$ cat src/rtl/snn_inference_ctrl_pkg.sv
// Shared types and constants for the SNN inference controller.
// State encoding, class codes and tally indices.
package snn_inference_ctrl_pkg;

    typedef enum logic [1:0] {
        ST_IDLE,
        ST_CLEAR,
        ST_RUN,
        ST_DONE
    } state_t;

    localparam logic [1:0] CLASS_0    = 2'b00;
    localparam logic [1:0] CLASS_1    = 2'b01;
    localparam logic [1:0] CLASS_2    = 2'b10;
    localparam logic [1:0] CLASS_NONE = 2'b11;

    localparam logic [1:0] OUT_C0 = 2'd0;
    localparam logic [1:0] OUT_C1 = 2'd1;
    localparam logic [1:0] OUT_C2 = 2'd2;
    localparam logic [1:0] OUT_TO = 2'd3;

endpackage

$ cat src/rtl/snn_inference_ctrl_if.sv
// Host-side start / result handshake bundle.
// master = host, slave = inference controller.
interface snn_inference_ctrl_if #(
    parameter int CNT_W = 9
);
    logic             start_valid;
    logic             start_ready;
    logic             result_valid;
    logic             result_ready;
    logic [1:0]       result_class;
    logic             result_timeout;
    logic [CNT_W-1:0] result_ticks;

    modport master (
        output start_valid,
        output result_ready,
        input  start_ready,
        input  result_valid,
        input  result_class,
        input  result_timeout,
        input  result_ticks
    );

    modport slave (
        input  start_valid,
        input  result_ready,
        output start_ready,
        output result_valid,
        output result_class,
        output result_timeout,
        output result_ticks
    );
endinterface

$ cat src/rtl/snn_sat_counter.sv
// Saturating up-counter used for the outcome tallies.
// Holds at all-ones instead of wrapping.
module snn_sat_counter #(
    parameter int W = 16
) (
    input  logic         clk,
    input  logic         resetn,
    input  logic         clear,
    input  logic         inc,
    output logic [W-1:0] count
);

    // Count up on inc, stick at the maximum value.
    always_ff @(posedge clk or posedge resetn) begin
        if (resetn) begin
            count <= '0;
        end else if (clear) begin
            count <= '0;
        end else if (inc && (count != '1)) begin
            count <= count + W'(1);
        end
    end

endmodule

$ cat src/rtl/snn_inference_ctrl.sv
// Inference window controller: clears the arbitrator, runs the timer,
// captures the class result and keeps per-outcome tallies.
module snn_inference_ctrl
    import snn_inference_ctrl_pkg::*;
#(
    parameter int DURATION  = 300,
    parameter int CNT_W     = 9,
    parameter int CLEAR_CYC = 2,
    parameter int TICK_DIV  = 1,
    parameter int STAT_W    = 16
) (
    input  logic              clk,
    input  logic              resetn,
    snn_inference_ctrl_if.slave host,
    input  logic              end_process,
    input  logic              no_spike,
    input  logic [1:0]        class_in,
    output logic              arb_clear,
    output logic              timer_en,
    output logic              net_run,
    input  logic [1:0]        stat_sel,
    output logic [STAT_W-1:0] stat_count
);

    localparam int DIV_W = (TICK_DIV > 1) ? $clog2(TICK_DIV) : 1;
    localparam int CLR_W = $clog2(CLEAR_CYC + 1);

    localparam logic [DIV_W-1:0] DIV_LAST = DIV_W'(TICK_DIV - 1);
    localparam logic [CLR_W-1:0] CLR_LAST = CLR_W'(CLEAR_CYC - 1);
    // Arbitrator gets two spare ticks before it is considered stuck.
    localparam logic [CNT_W-1:0] WD_LIMIT = CNT_W'(DURATION + 2);

    state_t           state;
    logic [CLR_W-1:0] clr_cnt;
    logic [DIV_W-1:0] div_cnt;
    logic [DIV_W-1:0] div_nxt;
    logic [CNT_W-1:0] tick_cnt;
    logic             run_first;

    logic             start_ready_q;
    logic             result_valid_q;
    logic [1:0]       result_class_q;
    logic             result_timeout_q;
    logic [CNT_W-1:0] result_ticks_q;

    logic             cap_spike;
    logic             cap_timeout;
    logic [3:0]       tally_inc;
    logic [STAT_W-1:0] tally [4];

    assign host.start_ready    = start_ready_q;
    assign host.result_valid   = result_valid_q;
    assign host.result_class   = result_class_q;
    assign host.result_timeout = result_timeout_q;
    assign host.result_ticks   = result_ticks_q;

    assign div_nxt = (div_cnt == DIV_LAST) ? '0 : div_cnt + DIV_W'(1);

    // Capture decision; the first RUN cycle is skipped because the
    // arbitrator counter was only just reloaded.
    always_comb begin
        cap_spike   = 1'b0;
        cap_timeout = 1'b0;
        if ((state == ST_RUN) && !run_first) begin
            if (end_process && (class_in != CLASS_NONE)) begin
                cap_spike = 1'b1;
            end else if (end_process && (no_spike || (class_in == CLASS_NONE))) begin
                cap_timeout = 1'b1;
            end else if (tick_cnt >= WD_LIMIT) begin
                cap_timeout = 1'b1;
            end
        end
    end

    // One increment pulse per captured outcome.
    always_comb begin
        tally_inc         = '0;
        tally_inc[OUT_C0] = cap_spike && (class_in == CLASS_0);
        tally_inc[OUT_C1] = cap_spike && (class_in == CLASS_1);
        tally_inc[OUT_C2] = cap_spike && (class_in == CLASS_2);
        tally_inc[OUT_TO] = cap_timeout;
    end

    for (genvar g = 0; g < 4; g++) begin : g_tally
        snn_sat_counter #(
            .W(STAT_W)
        ) u_cnt (
            .clk   (clk),
            .resetn(resetn),
            .clear (1'b0),
            .inc   (tally_inc[g]),
            .count (tally[g])
        );
    end

    assign stat_count = tally[stat_sel];

    // Window sequencing with registered control and result outputs.
    always_ff @(posedge clk or posedge resetn) begin
        if (resetn) begin
            state            <= ST_IDLE;
            clr_cnt          <= '0;
            div_cnt          <= '0;
            tick_cnt         <= '0;
            run_first        <= 1'b0;
            arb_clear        <= 1'b1;
            timer_en         <= 1'b0;
            net_run          <= 1'b0;
            start_ready_q    <= 1'b0;
            result_valid_q   <= 1'b0;
            result_class_q   <= CLASS_NONE;
            result_timeout_q <= 1'b0;
            result_ticks_q   <= '0;
        end else begin
            unique case (state)
                ST_IDLE: begin
                    arb_clear     <= 1'b1;
                    start_ready_q <= 1'b1;
                    if (host.start_valid && start_ready_q) begin
                        state         <= ST_CLEAR;
                        start_ready_q <= 1'b0;
                        clr_cnt       <= '0;
                        div_cnt       <= '0;
                        tick_cnt      <= '0;
                    end
                end
                ST_CLEAR: begin
                    if (clr_cnt == CLR_LAST) begin
                        state     <= ST_RUN;
                        arb_clear <= 1'b0;
                        net_run   <= 1'b1;
                        run_first <= 1'b1;
                        div_cnt   <= '0;
                        timer_en  <= (TICK_DIV == 1);
                    end else begin
                        clr_cnt <= clr_cnt + CLR_W'(1);
                    end
                end
                ST_RUN: begin
                    run_first <= 1'b0;
                    if (timer_en) begin
                        tick_cnt <= tick_cnt + CNT_W'(1);
                    end
                    if (cap_spike || cap_timeout) begin
                        state            <= ST_DONE;
                        timer_en         <= 1'b0;
                        net_run          <= 1'b0;
                        result_valid_q   <= 1'b1;
                        result_class_q   <= cap_spike ? class_in : CLASS_NONE;
                        result_timeout_q <= cap_timeout;
                        result_ticks_q   <= tick_cnt;
                    end else begin
                        div_cnt  <= div_nxt;
                        timer_en <= (div_nxt == DIV_LAST);
                    end
                end
                ST_DONE: begin
                    if (host.result_ready) begin
                        state          <= ST_IDLE;
                        result_valid_q <= 1'b0;
                        arb_clear      <= 1'b1;
                        start_ready_q  <= 1'b1;
                    end
                end
            endcase
        end
    end

endmodule

$ cat src/flat_wrapper.sv
// flat-port wrapper written by rule: the top's interface ports become plain ports
module snn_inference_ctrl_flat import snn_inference_ctrl_pkg::*;
#(
    parameter int DURATION  = 300,
    parameter int CNT_W     = 9,
    parameter int CLEAR_CYC = 2,
    parameter int TICK_DIV  = 1,
    parameter int STAT_W    = 16
)
  (clk, resetn, end_process, no_spike, class_in, arb_clear, timer_en, net_run, stat_sel, stat_count, host_start_valid, host_result_ready, host_start_ready, host_result_valid, host_result_class, host_result_timeout, host_result_ticks);
  snn_inference_ctrl_if #(.CNT_W(CNT_W)) host_i ();
  input  logic clk;
  input  logic resetn;
  input  logic end_process;
  input  logic no_spike;
  input  logic [1:0] class_in;
  output logic arb_clear;
  output logic timer_en;
  output logic net_run;
  input  logic [1:0] stat_sel;
  output logic [STAT_W-1:0] stat_count;
  input wire logic [$bits(host_i.start_valid)-1:0] host_start_valid;
  input wire logic [$bits(host_i.result_ready)-1:0] host_result_ready;
  output wire logic [$bits(host_i.start_ready)-1:0] host_start_ready;
  output wire logic [$bits(host_i.result_valid)-1:0] host_result_valid;
  output wire logic [$bits(host_i.result_class)-1:0] host_result_class;
  output wire logic [$bits(host_i.result_timeout)-1:0] host_result_timeout;
  output wire logic [$bits(host_i.result_ticks)-1:0] host_result_ticks;
  assign host_i.start_valid = host_start_valid;
  assign host_i.result_ready = host_result_ready;
  assign host_start_ready = host_i.start_ready;
  assign host_result_valid = host_i.result_valid;
  assign host_result_class = host_i.result_class;
  assign host_result_timeout = host_i.result_timeout;
  assign host_result_ticks = host_i.result_ticks;
  snn_inference_ctrl #(.DURATION(DURATION), .CNT_W(CNT_W), .CLEAR_CYC(CLEAR_CYC), .TICK_DIV(TICK_DIV), .STAT_W(STAT_W)) u_core (.clk(clk), .resetn(resetn), .host(host_i), .end_process(end_process), .no_spike(no_spike), .class_in(class_in), .arb_clear(arb_clear), .timer_en(timer_en), .net_run(net_run), .stat_sel(stat_sel), .stat_count(stat_count));
endmodule
$ cat config.mk
export PLATFORM = sky130hd
export DESIGN_NAME = snn_inference_ctrl_flat
export DESIGN_NICKNAME = d
export VERILOG_FILES = /design/src/rtl/snn_inference_ctrl_pkg.sv /design/src/rtl/snn_inference_ctrl_if.sv /design/src/rtl/snn_sat_counter.sv /design/src/rtl/snn_inference_ctrl.sv /design/src/flat_wrapper.sv
export SDC_FILE = /design/constraint.sdc
export NUM_CORES = 1
export LEC_CHECK = 0
export CORE_MARGIN = 10
export CORE_UTILIZATION = 62
export CTS_BUF_LIST = sky130_fd_sc_hd__clkbuf_4 sky130_fd_sc_hd__clkbuf_8 sky130_fd_sc_hd__clkbuf_16
export CTS_CLUSTER_SIZE = 12
export DETAILED_ROUTE_END_ITERATION = 6
export PLACE_DENSITY = 0.95
export REMOVE_ABC_BUFFERS = 1
export SLEW_MARGIN = 20
export SYNTH_ARGS = -nofsm -noshare
export SYNTH_HDL_FRONTEND = slang
export SYNTH_SLANG_ARGS = --single-unit
$ cat constraint.sdc
create_clock -name clk -period 5.3 [get_ports clk]
set_clock_uncertainty 0.15 [all_clocks]
set_input_delay 1.325 -clock clk [delete_from_list [all_inputs] [get_ports clk]]
set_output_delay 1.325 -clock clk [all_outputs]
set_load 0.05 [all_outputs]
==> results of run 1 <==
-- area by class of cell --
cell class	instances	area, µm²
Timing Repair Buffer	46	408
Tap cell	102	128
Multi-Input combinational cell	309	2480
Inverter	20	76.3
Clock buffer	9	124
Fill cell	520	2100
Clock inverter	7	65.1
Sequential cell	95	2380
-- critical path, stage by stage --
cell and delay [ps]:
sky130_fd_sc_hd__clkdlybuf4s50_1 870, sky130_fd_sc_hd__buf_4 270, sky130_fd_sc_hd__mux4_2 320, sky130_fd_sc_hd__buf_4 210
-- metal layers --
metal  track usage [%]  routed length, µm  up-vias
li1                  -                  -     1666
met1              23.3               4470     1864
met2              34.5               5940      162
met3              5.91                901       20
met4              8.36                256        0
met5                 0                  0        -
-- worst max-delay path by stage --
| stage | cells past startpoint | end | startpoint | slack (ps) |
|---|---|---|---|---|
| 2_1_floorplan | 1 | u_core.clr_cnt[0] | resetn | 1350 |
| 3_3_place_gp | 3 | stat_count[14] | stat_sel[0] | 870 |
| 3_5_place_dp | 3 | stat_count[14] | stat_sel[0] | 850 |
| 4_1_cts | 3 | stat_count[14] | stat_sel[0] | 840 |
| 5_1_grt | 4 | stat_count[7] | stat_sel[0] | 760 |
| 6_report | 4 | stat_count[7] | stat_sel[0] | 830 |
-- registers in the layout (all words and copies together), names as in the netlist, 2 cells and up --
signal	count
u_core.host.result_class	2
u_core.state	2
u_core.tick_cnt	9
u_core.g_tally.u_cnt.count	64
u_core.host.result_ticks	9
u_core.clr_cnt	2
-- power by group through the flow --
stage          Clock (mW)  Combinational [mW]  Sequential (mW)
3_5_place_dp            0               0.807            0.980
3_3_place_gp            0               0.771            0.968
2_1_floorplan           0               0.466             1.08
6_report            0.464               0.803            0.970
4_1_cts             0.472               0.812            0.967
5_1_grt             0.511               0.872            0.987
-- cell usage in the layout (no fill, tap or decap), types with 5 or more instances in the layout --
cell / Yosys / final
sky130_fd_sc_hd__clkdlybuf4s50_1: 0 / 25
sky130_fd_sc_hd__nor3_1: 13 / 13
sky130_fd_sc_hd__clkbuf_8: 0 / 9
sky130_fd_sc_hd__xnor2_1: 35 / 35
sky130_fd_sc_hd__nor4_1: 5 / 5
sky130_fd_sc_hd__nand3_1: 21 / 21
sky130_fd_sc_hd__mux4_2: 16 / 16
sky130_fd_sc_hd__dfrtp_1: 92 / 92
sky130_fd_sc_hd__buf_4: 0 / 21
sky130_fd_sc_hd__and3_1: 7 / 7
sky130_fd_sc_hd__and4_1: 8 / 8
sky130_fd_sc_hd__inv_1: 20 / 19
sky130_fd_sc_hd__ha_1: 11 / 11
sky130_fd_sc_hd__mux2_2: 13 / 13
sky130_fd_sc_hd__xor2_1: 29 / 29
sky130_fd_sc_hd__nor2_1: 22 / 22
sky130_fd_sc_hd__a21oi_1: 10 / 10
sky130_fd_sc_hd__o21ai_0: 11 / 11
sky130_fd_sc_hd__nand4_1: 22 / 22
sky130_fd_sc_hd__nand2_1: 33 / 33
-- cells by family after synthesis --
kind of cell	synth area share [%]
and+or+nand+nor	17.5
muxes	11.1
buffers and inverters	2.31
AOI/OAI and AO/OA	7.28
xor gates and xnor gates	11.3
DFF	47.8
adders and majority gates	2.76
-- through the flow --
stage	cells	area (µm²)	hold slack (ps)	setup WS, ps	power [mW]
2_1_floorplan	424	4940	301	1350	1.54
3_3_place_gp	572	5480	304	866	1.74
3_5_place_dp	572	5480	328	847	1.79
4_1_cts	588	5670	341	843	2.25
5_1_grt	588	5670	366	756	2.37
6_report	588	5670	333	834	2.24
==> impl_results.md, run 1 <==
* Total wirelength of the detailed-routed design at 11,600 µm
* Areal power density over the cells at 395 nW/µm²
* Clock tree from TritonCTS: built
* CP endpoint kind: primary output
* Detailed Routing Iterations Pass 1 at 5
* Drt via density at 6.31
* CTS root buffer: sky130_fd_sc_hd__clkbuf_8
* Sequential Power Share at 43.3%
* Worst-Skew Late Latency at 360 ps
* Number of I/O port buffers at 41
* Layout Utilization at 73.0%
* Post_cts resized at 0
* Critical path required time at 3830 ps
* Outcome: finished, final reports clean
* Chip Height at 110 µm
* Clock-pin slew on the worst setup and hold paths at 100 ps
* Library cell with the highest instance count after synthesis: sky130_fd_sc_hd__dfrtp_1
* Top FF cell, synth: sky130_fd_sc_hd__dfrtp_1
* Headroom to the max-slew limit at 51.3%
* Sum of negative setup slack at 0 ps
* Count of endpoints failing hold in the final timing report at 0
* Maximum count of clock buffers along a single path at 2
* Htree depth at 3
* Post-Syn Instances at 434
* Startpoint of the worst-slack reg-to-reg timing path: u_core.state[0]
* Clock Sink Count at 95
* Register area share after synthesis at 47.8%
* Die Area at 12,000 µm²
* Number of CTS-inserted buffers at 9
* Total leakage power at 2.55 nW
* Initial cell density of the core at 64.1%
* Top-level port count at 43
* Mean Syn Cell Area at 11.5 µm²
* Relative contribution of the clock network to total power at 20.8%
* Post-synth design cell area at 4980 µm²
* R2r endpoint: u_core.g_tally[2].u_cnt.count[15]
* Final-report max-slew violation count at 0
* Fraction of power spent switching nets at 39.6%
* Cts-stage hold buffer count at 0
* Via count of the first global-routing pass at 3,821
* Leading cell types by total area after synthesis: sky130_fd_sc_hd__dfrtp_1 (46%), sky130_fd_sc_hd__mux4_2 (7.2%), sky130_fd_sc_hd__xnor2_1 (6.2%)
* DRC violations left at 0
* Reg2reg setup slack at 2440 ps
* Antenna cells at 0
* Layout cell share with drive strength beyond 1 at 18.3%
* Global routing usage summed across all routing layers at 20.2%
* Number of violations reported at the end of detailed-routing iteration 0 at 169
* Count of vias placed by the detailed router at 3,712
* Gr ovfl total at 0
* Maximum clock frequency at 224 MHz
* Fraction of synthesis flops using an asynchronous set or reset pin at 100%
* Unrepaired setup endpoints after global routing: no
* Cell-internal power at 1.35 mW
* Capture endpoint of the worst hold path: u_core.host.result_class[0]
* Final setup fails at 0
* Die outline width at 110 µm
* Floorplan Core Area at 7770 µm²
* List of most frequent post-synthesis cells: sky130_fd_sc_hd__dfrtp_1 (92), sky130_fd_sc_hd__xnor2_1 (35), sky130_fd_sc_hd__nand2_1 (33), sky130_fd_sc_hd__xor2_1 (29)
* Yosys warnings at 0
* Number of antenna violations at the first check in global routing at 0
* Sw power at 0.887 mW
* Wire length of the first global-routing pass at 19,100 µm
* Routability cong. at 0.866
* Startpoint of the worst hold path: u_core.host.result_class[0]
* Count of flip-flops with a built-in enable after synthesis at 0
* Number of violations of the max-capacitance limit at 0
* Remaining antenna violation count after routing at 0
* Reg2reg path depth at 7
* Post-layout net count at 502
* Cell depth of the worst hold path at 2
* Proportion of power drawn by combinational gates at 35.9%
* Data arrival time of the worst path at 2990 ps
* Average detailed-routed wire length per instance at 19.7 µm
* Worst VDD drop at 0.375 mV
* Cell row count at 32
* Area share of the largest cell type after synthesis at 46.2%
* HPWL after detailed placement at 8400 µm
* Library cell with the largest summed area after synthesis: sky130_fd_sc_hd__dfrtp_1
* Post-layout min period at 4470 ps
* Yosys cell types at 53
* Measured slew at the worst slew-check pin at 724 ps
* Buffers inserted during post-CTS setup optimization at 0
* Type of the most critical hold path: reg2reg
* Startpoint type of the worst setup path: primary input
* Highest net fanout along the worst path at 11
* Area added between synthesis and finish at 13.8%
* Period utilization at 84.3%
* Setup Crit Path Kind: in2out
* Largest net degree at the start of global routing at 44
* Flip-flop and latch count after synthesis at 95
Note: power is estimated with default switching activity, not from simulation.
==> run 2: changes to the inputs <==
--- a/config.mk
+++ b/config.mk
@@ -6,11 +6,11 @@
 export NUM_CORES = 1
 export LEC_CHECK = 0
 export CORE_MARGIN = 10
-export CORE_UTILIZATION = 62
+export CORE_UTILIZATION = 52
 export CTS_BUF_LIST = sky130_fd_sc_hd__clkbuf_4 sky130_fd_sc_hd__clkbuf_8 sky130_fd_sc_hd__clkbuf_16
 export CTS_CLUSTER_SIZE = 12
 export DETAILED_ROUTE_END_ITERATION = 6
-export PLACE_DENSITY = 0.95
+export PLACE_DENSITY = 0.88
 export REMOVE_ABC_BUFFERS = 1
 export SLEW_MARGIN = 20
 export SYNTH_ARGS = -nofsm -noshare
==> constraint.sdc (replaced) <==
create_clock -name clk -period 3.75 [get_ports clk]
set_clock_uncertainty 0.15 [all_clocks]
set_input_delay 0.9375 -clock clk [delete_from_list [all_inputs] [get_ports clk]]
set_output_delay 0.9375 -clock clk [all_outputs]
set_load 0.05 [all_outputs]
==> impl_results.md, run 2 (synthesis gave the netlist of run 1 again) <==
* Sw power at 1.22 mW (+38%)
* Number of violations of the max-capacitance limit at 0 (unchanged)
* Outcome: finished, final reports clean
* CP endpoint kind: primary output
* Via count of the first global-routing pass at 3,716 (-2.7%)
* Areal power density over the cells at 573 nW/µm² (+45%)
* Type of the most critical hold path: reg2reg
* Largest net degree at the start of global routing at 96 (+120%)
* Met3 routed WL at 795 µm (-12%)
* Top-level port count at 43 (unchanged)
* Floorplan Core Area at 9280 µm² (+20%)
* Relative contribution of the clock network to total power at 24.7% (+3.9 points)
* Setup Crit Path Kind: in2out
* HPWL after detailed placement at 8010 µm (-4.6%)
* Area added between synthesis and finish at 16.7%
* Remaining antenna violation count after routing at 0 (unchanged)
* Layout cell share with drive strength beyond 1 at 18.3% (unchanged)
* Cell-internal power at 2.11 mW (+56%)
* Setup slack at placement at 226 ps (-622 ps)
* Startpoint type of the worst setup path: primary input
* Sequential Power Share at 41.2% (-2.1 points)
* Flip-flop count of the largest register, all copies and words added at 64 (unchanged)
* Antenna cells at 0 (unchanged)
* Cts-stage hold buffer count at 0 (unchanged)
* Clock tree from TritonCTS: built
* Chip Height at 118 µm (+7.5%)
* Filler Cells Inserted at 717 (+38%)
* Final-report max-slew violation count at 0 (unchanged)
* Average detailed-routed wire length per instance at 17.7 µm (-10%)
* Gr ovfl total at 0 (unchanged)
* Post-layout net count at 502 (unchanged)
* Max layer used: met4
* Period utilization at 93.3%
* Drt via density at 5.82 (-7.8%)
* Register bank with the most flops: u_core.g_tally.u_cnt.count
* Number of antenna violations at the first check in global routing at 0 (unchanged)
* Buffers inserted during post-CTS setup optimization at 0 (unchanged)
* Count of endpoints failing hold in the final timing report at 0 (unchanged)
* Unrepaired setup endpoints after global routing: no
* Maximum count of clock buffers along a single path at 2 (unchanged)
* Clock-pin slew on the worst setup and hold paths at 90 ps (about the same)
* Detailed Routing Iterations Pass 1 at 4 (-1)
* Maximum clock frequency at 286 MHz
* Sum of negative setup slack at 0 ps (unchanged)
* Die Area at 13,900 µm² (+16%)
* Critical path required time at 2660 ps (-1170 ps)
* Number of CTS-inserted buffers at 9 (unchanged)
* Clock Sink Count at 95 (unchanged)
* DRC violations left at 0 (unchanged)
* Cell row count at 35 (+9.4%)
* Routability cong. at 0.843 (-2.7%)
* Total wirelength of the detailed-routed design at 10,900 µm (-6.1%)
* Initial cell density of the core at 53.7% (-10 points)
* Final setup fails at 0 (unchanged)
* Fin worst setup slack at 250 ps (-585 ps)
* Design Area, Final at 5810 µm² (+2.5%)
* Data arrival time of the worst path at 2410 ps (-580 ps)
* Fraction of power spent switching nets at 36.7% (-3.0 points)
* Proportion of power drawn by combinational gates at 34.1% (-1.8 points)
* Worst VDD drop at 0.542 mV (+45%)
* Count of vias placed by the detailed router at 3,578 (-3.6%)
* Worst-Skew Late Latency at 360 ps (about the same)
* Post-Route M1 WL at 4580 µm (+2.5%)
* Highest net fanout along the worst path at 6 (-5)
* Post-layout min period at 3500 ps
* Metal2 WL at 5360 µm (-9.7%)
* Post_cts resized at 0 (unchanged)
* Layout Utilization at 62.6% (-10 points)
* Commonest cells after routing, fill and taps aside: sky130_fd_sc_hd__dfrtp_1 (92), sky130_fd_sc_hd__xnor2_1 (35), sky130_fd_sc_hd__nand2_1 (33)
* Most frequent standard cell in the layout excluding fill and tap cells: sky130_fd_sc_hd__dfrtp_1
* Measured slew at the worst slew-check pin at 683 ps (-41.8 ps)
* Cell area after placement at 5560 µm² (+1.5%)
* Global routing usage summed across all routing layers at 15.9% (-4.3 points)
* Htree depth at 3 (unchanged)
* Number of violations reported at the end of detailed-routing iteration 0 at 255 (+51%)
* CTS root buffer: sky130_fd_sc_hd__clkbuf_8
* Number of I/O port buffers at 41 (unchanged)
* Wire length of the first global-routing pass at 18,400 µm (-3.8%)
* Die outline width at 118 µm (+7.5%)
* Total leakage power at 2.60 nW (+1.9%)
* Headroom to the max-slew limit at 54.1% (+2.8 points)
## run 2: per-stage QoR
| stage | hold slack (ps) | total power [mW] | std cells |
|---|---|---|---|
| CTS | 323 | 3.37 | 615 |
| detailed placement | 308 | 2.54 | 599 |
| global placement | 302 | 2.47 | 599 |
| global route | 340 | 3.53 | 615 |
| floorplan | 301 | 2.18 | 424 |
| finish | 318 | 3.33 | 615 |
## run 2: critical path, stage by stage
cell and delay [ps]:
sky130_fd_sc_hd__clkdlybuf4s50_1 700, sky130_fd_sc_hd__mux4_2 600, sky130_fd_sc_hd__buf_12 170
## run 2: path summary, 6_finish.rpt
check | slack, ps | to | cells after the start | from
min in group asynchronous | 820 | u_core.g_tally[3].u_cnt.count[1] | 3 | resetn
worst min register to register | 320 | u_core.host.result_class[0] | 2 | u_core.host.result_class[0]
worst min-delay path | 320 | u_core.host.result_class[0] | 2 | u_core.host.result_class[0]
max in group asynchronous | 2190 | u_core.host.result_class[0] | 3 | resetn
worst max-delay path | 250 | stat_count[14] | 3 | stat_sel[0]
worst max register to register | 1010 | u_core.g_tally[2].u_cnt.count[15] | 7 | u_core.state[0]
## run 2: layer usage
layer	GRT usage, %	vias to the layer above
met2	26.1	105
met4	3.94	0
met5	0	-
li1	-	1658
met3	5.42	10
met1	19.6	1805
## run 2: power groups by stage
stage / logic, mW / clock network, mW / registers (mW)
floorplan: 0.659 / 0 / 1.52
global placement: 1.10 / 0 / 1.37
detailed placement: 1.15 / 0 / 1.39
CTS: 1.15 / 0.843 / 1.37
global route: 1.24 / 0.891 / 1.40
finish: 1.13 / 0.823 / 1.37
## run 2: final cells by class
class / count / area, µm² / share of cell area [%]
flip-flops and latches: 95 / 2380 / 41.0
clock inverters: 7 / 125 / 2.15
well taps: 129 / 161 / 2.78
repair buffers: 46 / 458 / 7.88
inverters: 20 / 76.3 / 1.31
clock buffers: 9 / 124 / 2.13
multi-input cells: 309 / 2480 / 42.8
==> run 3: changes to the inputs <==
--- a/config.mk
+++ b/config.mk
@@ -12,6 +12,7 @@
 export DETAILED_ROUTE_END_ITERATION = 6
 export PLACE_DENSITY = 0.88
 export REMOVE_ABC_BUFFERS = 1
+export SETUP_SLACK_MARGIN = 0.02
 export SLEW_MARGIN = 20
 export SYNTH_ARGS = -nofsm -noshare
 export SYNTH_HDL_FRONTEND = slang
==> results of run 3 <==
Final layout, timing and power as in run 2 (identical DEF).
